<file path="src/rtl/data_mem_pkg.sv">
// Shared types and constants for the data-memory responder and its wait timer.
package data_mem_pkg;

  localparam int DATA_W = 16;
  localparam int ADDR_W = 16;
  localparam int CNT_W  = 4;

  localparam logic [DATA_W-1:0] ERR_RDATA = 16'h0000;

  typedef enum logic [1:0] {
    ST_IDLE,
    ST_WAIT,
    ST_RESP
  } state_e;

endpackage

</file>
<file path="src/rtl/wait_timer.sv">
// Loadable down-counter that flags the last wait-state cycle of an access.
module wait_timer
  import data_mem_pkg::*;
(
  input  logic             clock,
  input  logic             reset_n,
  input  logic             load,
  input  logic [CNT_W-1:0] load_value,
  output logic             expire
);

  logic [CNT_W-1:0] count;

  // NOTE: clocked state uses non-blocking (<=) so every flop samples pre-edge values.
  always_ff @(posedge clock or negedge reset_n) begin
    if (!reset_n) begin
      count <= '0;
    end else if (load) begin
      count <= load_value;
    end else if (count != '0) begin
      count <= count - 1'b1;
    end
  end

  // A zero load expires at once so the FSM can skip WAIT entirely.
  assign expire = (count == CNT_W'(1)) || (load && (load_value == '0));

endmodule

</file>
<file path="src/rtl/data_mem_responder.sv">
// Word-addressed data memory behind a request/response handshake with fixed wait states.
module data_mem_responder
  import data_mem_pkg::*;
#(
  parameter int DEPTH_LOG2  = 8,
  parameter int WAIT_STATES = 2
) (
  input  logic              clock,
  input  logic              reset_n,
  input  logic              req_valid,
  output logic              req_ready,
  input  logic              req_write,
  input  logic [ADDR_W-1:0] req_addr,
  input  logic [DATA_W-1:0] req_wdata,
  output logic              rsp_valid,
  input  logic              rsp_ready,
  output logic [DATA_W-1:0] rsp_rdata,
  output logic              rsp_err,
  output logic              mem_busy
);

  localparam int               DEPTH     = 1 << DEPTH_LOG2;
  localparam logic [CNT_W-1:0] WAIT_LOAD = CNT_W'(WAIT_STATES);

  state_e state, state_next;

  logic                  accept;
  logic                  expire;
  logic                  enter_resp;
  logic                  lat_write;
  logic [ADDR_W-1:0]     lat_addr;
  logic [DATA_W-1:0]     lat_wdata;
  logic                  acc_write;
  logic [ADDR_W-1:0]     acc_addr;
  logic [DATA_W-1:0]     acc_wdata;
  logic                  acc_err;
  logic [DEPTH_LOG2-1:0] acc_idx;
  logic [DATA_W-1:0]     mem [DEPTH];

  assign accept = req_valid && req_ready;

  wait_timer u_wait_timer (
    .clock      (clock),
    .reset_n    (reset_n),
    .load       (accept),
    .load_value (WAIT_LOAD),
    .expire     (expire)
  );

  always_ff @(posedge clock or negedge reset_n) begin
    if (!reset_n) begin
      state <= ST_IDLE;
    end else begin
      state <= state_next;
    end
  end

  // NOTE: every signal driven in always_comb gets a default first, so no latch is inferred.
  always_comb begin
    state_next = state;
    unique case (state)
      ST_IDLE: if (accept)    state_next = expire ? ST_RESP : ST_WAIT;
      ST_WAIT: if (expire)    state_next = ST_RESP;
      ST_RESP: if (rsp_ready) state_next = ST_IDLE;
      default:                state_next = ST_IDLE;
    endcase
  end

  always_comb begin
    req_ready = 1'b0;
    rsp_valid = 1'b0;
    mem_busy  = 1'b1;
    unique case (state)
      ST_IDLE: begin
        req_ready = 1'b1;
        mem_busy  = 1'b0;
      end
      ST_RESP: rsp_valid = 1'b1;
      default: ;
    endcase
  end

  // With zero wait states the array is accessed on the accept edge, before the latch holds the request.
  assign enter_resp = (state != ST_RESP) && (state_next == ST_RESP);
  assign acc_write  = (state == ST_IDLE) ? req_write : lat_write;
  assign acc_addr   = (state == ST_IDLE) ? req_addr  : lat_addr;
  assign acc_wdata  = (state == ST_IDLE) ? req_wdata : lat_wdata;
  assign acc_err    = |acc_addr[ADDR_W-1:DEPTH_LOG2];
  assign acc_idx    = acc_addr[DEPTH_LOG2-1:0];

  always_ff @(posedge clock or negedge reset_n) begin
    if (!reset_n) begin
      lat_write <= 1'b0;
      lat_addr  <= '0;
      lat_wdata <= '0;
      rsp_rdata <= '0;
      rsp_err   <= 1'b0;
    end else begin
      if (accept) begin
        lat_write <= req_write;
        lat_addr  <= req_addr;
        lat_wdata <= req_wdata;
      end
      if (enter_resp) begin
        rsp_err   <= acc_err;
        rsp_rdata <= acc_write ? acc_wdata : (acc_err ? ERR_RDATA : mem[acc_idx]);
      end
    end
  end

  // NOTE: the array has no reset; clearing it would force flops instead of RAM and is not wanted.
  always_ff @(posedge clock) begin
    if (enter_resp && acc_write && !acc_err) begin
      mem[acc_idx] <= acc_wdata;
    end
  end

endmodule
</file>
<file path="config.mk">
export PLATFORM = sky130hd
export DESIGN_NAME = data_mem_responder
export DESIGN_NICKNAME = d
export VERILOG_FILES = /design/src/rtl/data_mem_pkg.sv /design/src/rtl/wait_timer.sv /design/src/rtl/data_mem_responder.sv
export SDC_FILE = /design/constraint.sdc
export NUM_CORES = 2
export LEC_CHECK = 0
export ABC_AREA = 0
export CAP_MARGIN = 10
export CORE_MARGIN = 5
export CORE_UTILIZATION = 30
export DETAILED_ROUTE_END_ITERATION = 16
export PLACE_DENSITY = 0.52
export SETUP_SLACK_MARGIN = 0.5
export SLEW_MARGIN = 20
export SYNTH_ARGS = -nofsm -noshare
export SYNTH_HDL_FRONTEND = slang
export SYNTH_SLANG_ARGS = --single-unit
export TNS_END_PERCENT = 10
</file>
<file path="constraint.sdc">
create_clock -name clock -period 7.6 [get_ports clock]
set_input_delay 1.14 -clock clock [delete_from_list [all_inputs] [get_ports clock]]
set_output_delay 1.14 -clock clock [all_outputs]
set_load 0.02 [all_outputs]
</file>
== Word-level counts from Yosys, hierarchy flattened ==
Memories as Yosys holds them, arrays and structs flattened.
Cells that the tools add are included.

* Multiplexer cells: 17
* $add $sub $neg: 1
* Equal/unequal tests: 5
* Reductions and logical operators: 9
* Multiply operators: 0
* Shift-type cells: 0
* Magnitude comparators: 0
* Bitwise logic cells: 0
* Divide/modulo/power cells: 0

{| class="wikitable"
|+ Operator list
! kind !! count
|-
| $mux 16 || 4
|-
| $mux 2 || 4
|-
| $mux 4 || 2
|-
| $reduce_or 8->1 || 1
|-
| $mux 1 || 6
|-
| $pmux 2 s3 || 1
|-
| $eq 2x2->1 const B || 2
|-
| $eq 4x1->1 const B || 1
|-
| $logic_and 1x1->1 || 4
|-
| $reduce_bool 4->1 || 1
|-
| $sub 4x1->4 const B || 1
|-
| $eq 2x1->1 const B || 1
|-
| $logic_not 2->1 || 1
|-
| $ne 2x2->1 const B || 1
|-
| $reduce_bool 2->1 || 1
|-
| $logic_not 1->1 || 1
|}

* Bits in writable memories: 4,096
* Flip-flop bits (word level): 56
* ROM bits: 0
* Word-level logic and storage cells: 40
* Memories kept: 1
* Input bits: 37
* Bits in latches: 0
* Output and inout port bits: 20

{| class="wikitable"
|+ Memory list
! name !! depth !! bits a word !! rd ports !! clocked after Yosys merged registers in !! write ports !! line !! RTL
|-
| mem || 256 || 16 || 1 || 0 || 1 || data_mem_responder.sv:38 || <nowiki>logic [DATA_W-1:0] mem [DEPTH];</nowiki>
|}

== Longest topological paths before layout ==
* Depth after elaboration: 11
* Gate-level depth with buffers: 14
* Mapped depth without buffers: 10

== Cells and area by module ==
A second synthesis with hierarchy kept.

* Cell total of the unflattened synthesis: 8,753
* Area, all modules: 150,984.8 µm²

{| class="wikitable"
|+ By module, submodules not included
! module !! times used !! cells each !! area each (µm²) !! seq. area each (µm²)
|-
| data_mem_responder || 1 || 8,727 || 150,713.3 || 124,299.2
|-
| wait_timer || 1 || 26 || 271.5 || 100.1
|}

== Worst setup path before layout ==
Ideal clock, no wire load.

* Kind: reg-to-reg
* Start point: reg state[1]
* End point: mem mem[0][10] (data pin)
* Buffers on the path: 5
* Data required time: 6.776 ns
* Path slack: 1.712 ns
* Clock period less this slack: 5.888 ns
* Setup time: 0.824 ns
* Stages on the path, launching flop included: 10
* Data arrival time: 5.064 ns
* Path through: dfrtp_1 -> or2_1 -> buf_6 -> inv_2 -> buf_2 -> buf_2 -> buf_1 -> clkbuf_1 -> nand2_1 -> nand2_1

* Longest elaborated chain between the ends: 2

{| class="wikitable"
|+ Ends and longest elaborated chain
! element !! line !! RTL
|-
| start, declared || data_mem_responder.sv:25 || <nowiki>state_e state, state_next;</nowiki>
|-
| start signal, assigned || data_mem_responder.sv:54 || <nowiki>state <= state_next;</nowiki>
|-
| $logic_not 2->1 || data_mem_responder.sv:87 || <nowiki>assign acc_wdata = (state == ST_IDLE) ? req_wdata : lat_wdata;</nowiki>
|-
| $mux 16 || data_mem_responder.sv:87 ||
|-
| via acc_wdata[10] || data_mem_responder.sv:35 || <nowiki>logic [DATA_W-1:0] acc_wdata;</nowiki>
|-
| end, declared || data_mem_responder.sv:38 ||
|}

The timed path passes the listed nets, and every way through them passes these cells.

== Worst setup path after layout ==
* Start point: reg state[1]
* End point: reg rsp_rdata[12]

* Longest elaborated chain between the ends: 7
* Elaborated cells on any way between the ends: 19
* Classes of those cells: eq/ne: 4; mux: 10; reduce/logical: 4; memory: 1

{| class="wikitable"
|+ Ends and longest elaborated chain
! element !! line !! RTL
|-
| parallel branches: the longest is 7 deep, another holds $mem_v2 256x16 || -- ||
|-
| end signal, assigned || data_mem_responder.sv:106 || <nowiki>rsp_rdata <= acc_write ? acc_wdata : (acc_err ? ERR_RDATA : mem[acc_idx]);</nowiki>
|-
| end, declared || data_mem_responder.sv:17 || <nowiki>output logic [DATA_W-1:0] rsp_rdata,</nowiki>
|}

Several ways; the timed one is not identified.
A chain may end at the register's enable or synchronous reset.

==> run metrics <==
CP Max Fanout=42; Hold Fails Final Rpt=0; period utilization=0.7248; core area=0.5016 mm^2; Peak VDD IR=0.6401 mV; die area=0.5177 mm^2; initial antenna violation count=30; number of global-route vias before repair=87164; Final GP Congestion=0.8653; Simple-Gate Fraction of Synth Area=0.01258; first-pass GRT wire length=680200 um; total track usage=0.1803; Initial Util=0.3011; Worst-path clk slew=0.07 ns; DR WL met2=223800 um; # rows=260; Area growth syn-to-layout=16.68%; CP Launch Type=register; Worst Path Arrival=6.37 ns; Vias/cell=5.596; setup_tns=0 ns; post-CTS sizing=0; post-DP HPWL=281000 um; Compound-Gate Fraction of Synth Area=0.1404; DRT antenna net count=0; status=finished clean; CTS root buffer=clkbuf_16; met3 wire length=48910 um; Worst-Margin Slew=1.267 ns; clk sinks=4152; Post-synth top flop=edfxtp_1; R2R depth=11; Port Buf Inserts=56; Seq/Total Area, Yosys=0.8237; min-delay worst type=input pin to asynchronous set/reset pin; placed insts=15411; Post-Syn Area=0.1510 mm^2; Synth cell types=53; CTS Buf Count=411; final setup fails=0; chip height=719.5 um; R2R setup slack=2.09 ns; crit path time final=5.509 ns; vias=90566; DRT met1 WL=199500 um; power density over the cells=437.6 mW/mm^2; final global-route overflow total=0; Total Wirelength=488500 um; XOR/XNOR Fraction of Synth Area=0.00005799; TritonCTS clock tree=yes; FILL cells=46848; main combinational cell family by area after synthesis=compound AO/OA/AOI/OAI gates; non-filler cells, final=16184; crit path kind=register to register; iteration count of the initial detailed-routing pass=8; Syn Area/Cell=17.27 um^2; Yosys reg bits=4152; Max Cap Viol=0; Max clock buf depth=4; pins over their slew limit=0; DRT iter0 DRCs=12029; io pins=57; Leakage=52.69 nW; Synth Area in Adders=0.0001657; Syn Inst Count=8743; Residual DRC=0; Worst Clk Skew=0.07864 ns; EDFF count, synth=4096; Clock Latency Late Sink=1.00 ns; drt wl/cell=30.18 um; Seq. cell area=0.1244 mm^2; R2R Path Start=state[1]; Async S/R FF share, synth=0.01349; post-CTS setup buffer count=0; net count after synthesis=8782; largest net degree at the start of global routing=177; Die Width=719.5 um; worst r2r dst=rsp_rdata[12]; highest clock rate=181.5 MHz; Max-slew headroom=0.1443; H-tree depth=5; Setup crit end kind=register; unrepaired setup endpoints after global routing=no; hold_buf cts=0; CP required=8.46 ns; Nets=9182; highest metal used=met5; Ys Warns=0; area of the multi-input gates=0.02433 mm^2; mux contribution to synthesized area=0.002883; layout cell share with drive strength beyond 1=0.1409
[critical path: stages, from the launching register on]
cell and delay [ns]:
dfrtp_1 0.45, or2_2 0.32, buf_4 0.31, mux2_8 0.72, buf_12 0.28, buf_4 0.51, o22ai_1 0.14, o21ai_0 0.31
a41oi_1 0.36, o41ai_1 1.21, nand4_1 0.30, o22ai_1 0.25
[registers in the layout, indices dropped and copies added (netlist names)]
name,cells
state,2
mem,4096
rsp_err,1
u_wait_timer.count,4
lat_wdata,16
lat_addr,16
lat_write,1
rsp_rdata,16
[cells in the mapped netlist, types with 3 or more instances]
| master | instances | area [um^2] |
|---|---|---|
| nor4_1 | 7 | 43.79 |
| buf_2 | 366 | 1832 |
| o22ai_1 | 1932 | 12090 |
| nand2b_1 | 11 | 68.82 |
| buf_4 | 21 | 157.7 |
| a21oi_1 | 86 | 430.4 |
| a41oi_1 | 223 | 1953 |
| dfrtp_1 | 56 | 1401 |
| or3_1 | 4 | 25.02 |
| a22oi_1 | 131 | 983.4 |
| buf_6 | 8 | 90.09 |
| edfxtp_1 | 4096 | 123000 |
| o21a_1 | 5 | 37.54 |
| mux2_2 | 35 | 394.1 |
| nand2_1 | 91 | 341.6 |
| nand4_1 | 33 | 206.5 |
| o21ai_1 | 45 | 225.2 |
| nand3_1 | 16 | 80.08 |
| nor2_1 | 281 | 1055 |
| and2_1 | 3 | 18.77 |
| o41ai_1 | 68 | 595.6 |
| clkbuf_1 | 226 | 848.3 |
| and3_1 | 4 | 25.02 |
| mux2i_1 | 3 | 30.03 |
| o21ai_2 | 4 | 35.03 |
| inv_1 | 9 | 33.78 |
| a222oi_1 | 3 | 30.03 |
| buf_1 | 22 | 82.58 |
| o21ai_0 | 923 | 4619 |
[layout make-up]
class / instances / share of cell area
diodes: 10 / 0.0001420
repair buffers: 630 / 0.03172
clock inverters: 264 / 0.01510
multi-input cells: 3938 / 0.1381
flip-flops and latches: 4152 / 0.7059
clock buffers: 499 / 0.06136
inverters: 10 / 0.0002130
well taps: 6681 / 0.04744
[logic make-up after synthesis]
kind of cell               Yosys count
DFF                               4152
AOI/OAI and AO/OA                 3441
buffers and inverters              653
and+or+nand+nor                    455
muxes                               39
adders and majority gates            2
xor gates and xnor gates             1
[how the worst max path moves through the flow]
stage | from | to | depth (start not counted)
floorplan | state[1] | mem[0][10] | 9
global placement | req_addr[0] | rsp_rdata[11] | 12
detailed placement | req_addr[0] | rsp_rdata[6] | 12
CTS | state[1] | rsp_rdata[6] | 12
global route | state[1] | rsp_rdata[6] | 12
finish | state[1] | rsp_rdata[12] | 11
[routing by layer]
metal  vias up  global-route usage
li1      37563                   -
met1     47401              0.2509
met2      4854              0.2818
met3       732             0.04015
met4        16             0.05514
met5         -                   0
[cell usage in the layout, fill, tap and decap left out, types with 14 or more instances in the layout]
cell type,netlist,final
a21oi_1,86,86
o41ai_1,68,35
o22ai_1,1932,1932
clkdlybuf4s50_1,0,55
o21ai_1,45,42
clkinv_2,0,95
nand2_1,91,59
edfxtp_1,4096,4096
o21ai_0,923,922
clkinvlp_4,0,14
a22oi_1,131,131
buf_4,21,515
o41ai_2,1,31
a41oi_1,223,215
nand2_2,0,16
mux2_2,35,33
clkinv_1,0,83
buf_12,0,57
nand3_1,16,16
nand2_4,0,16
nor2_1,281,266
dfrtp_1,56,56
nand4_1,33,33
clkbuf_16,0,417
bufinv_16,0,43
clkbuf_1,226,75
nor2_2,0,15
[report_power, final]
group | internal (W) | switching (W)
registers | 0.0305 | 0.000267
clock network | 0.0116 | 0.00871
logic | 0.00569 | 0.0203
total | 0.0478 | 0.0293
[stage by stage]
stage	hold slack (ns)	instance area (um^2)	setup slack [ns]	utilization	total power (W)
after floorplan	0.4638	151000	1.712	-	0.04519
after global placement	0.4894	162500	0.2199	0.3239	0.05645
after detailed placement	0.4956	162700	1.351	0.3243	0.05699
after CTS	0.3592	176200	2.173	0.3512	0.07716
after global routing	0.4369	176200	2.086	0.3512	0.07943
final	0.4003	176200	2.091	0.3513	0.07710
Note: power is estimated with default switching activity, not from simulation.
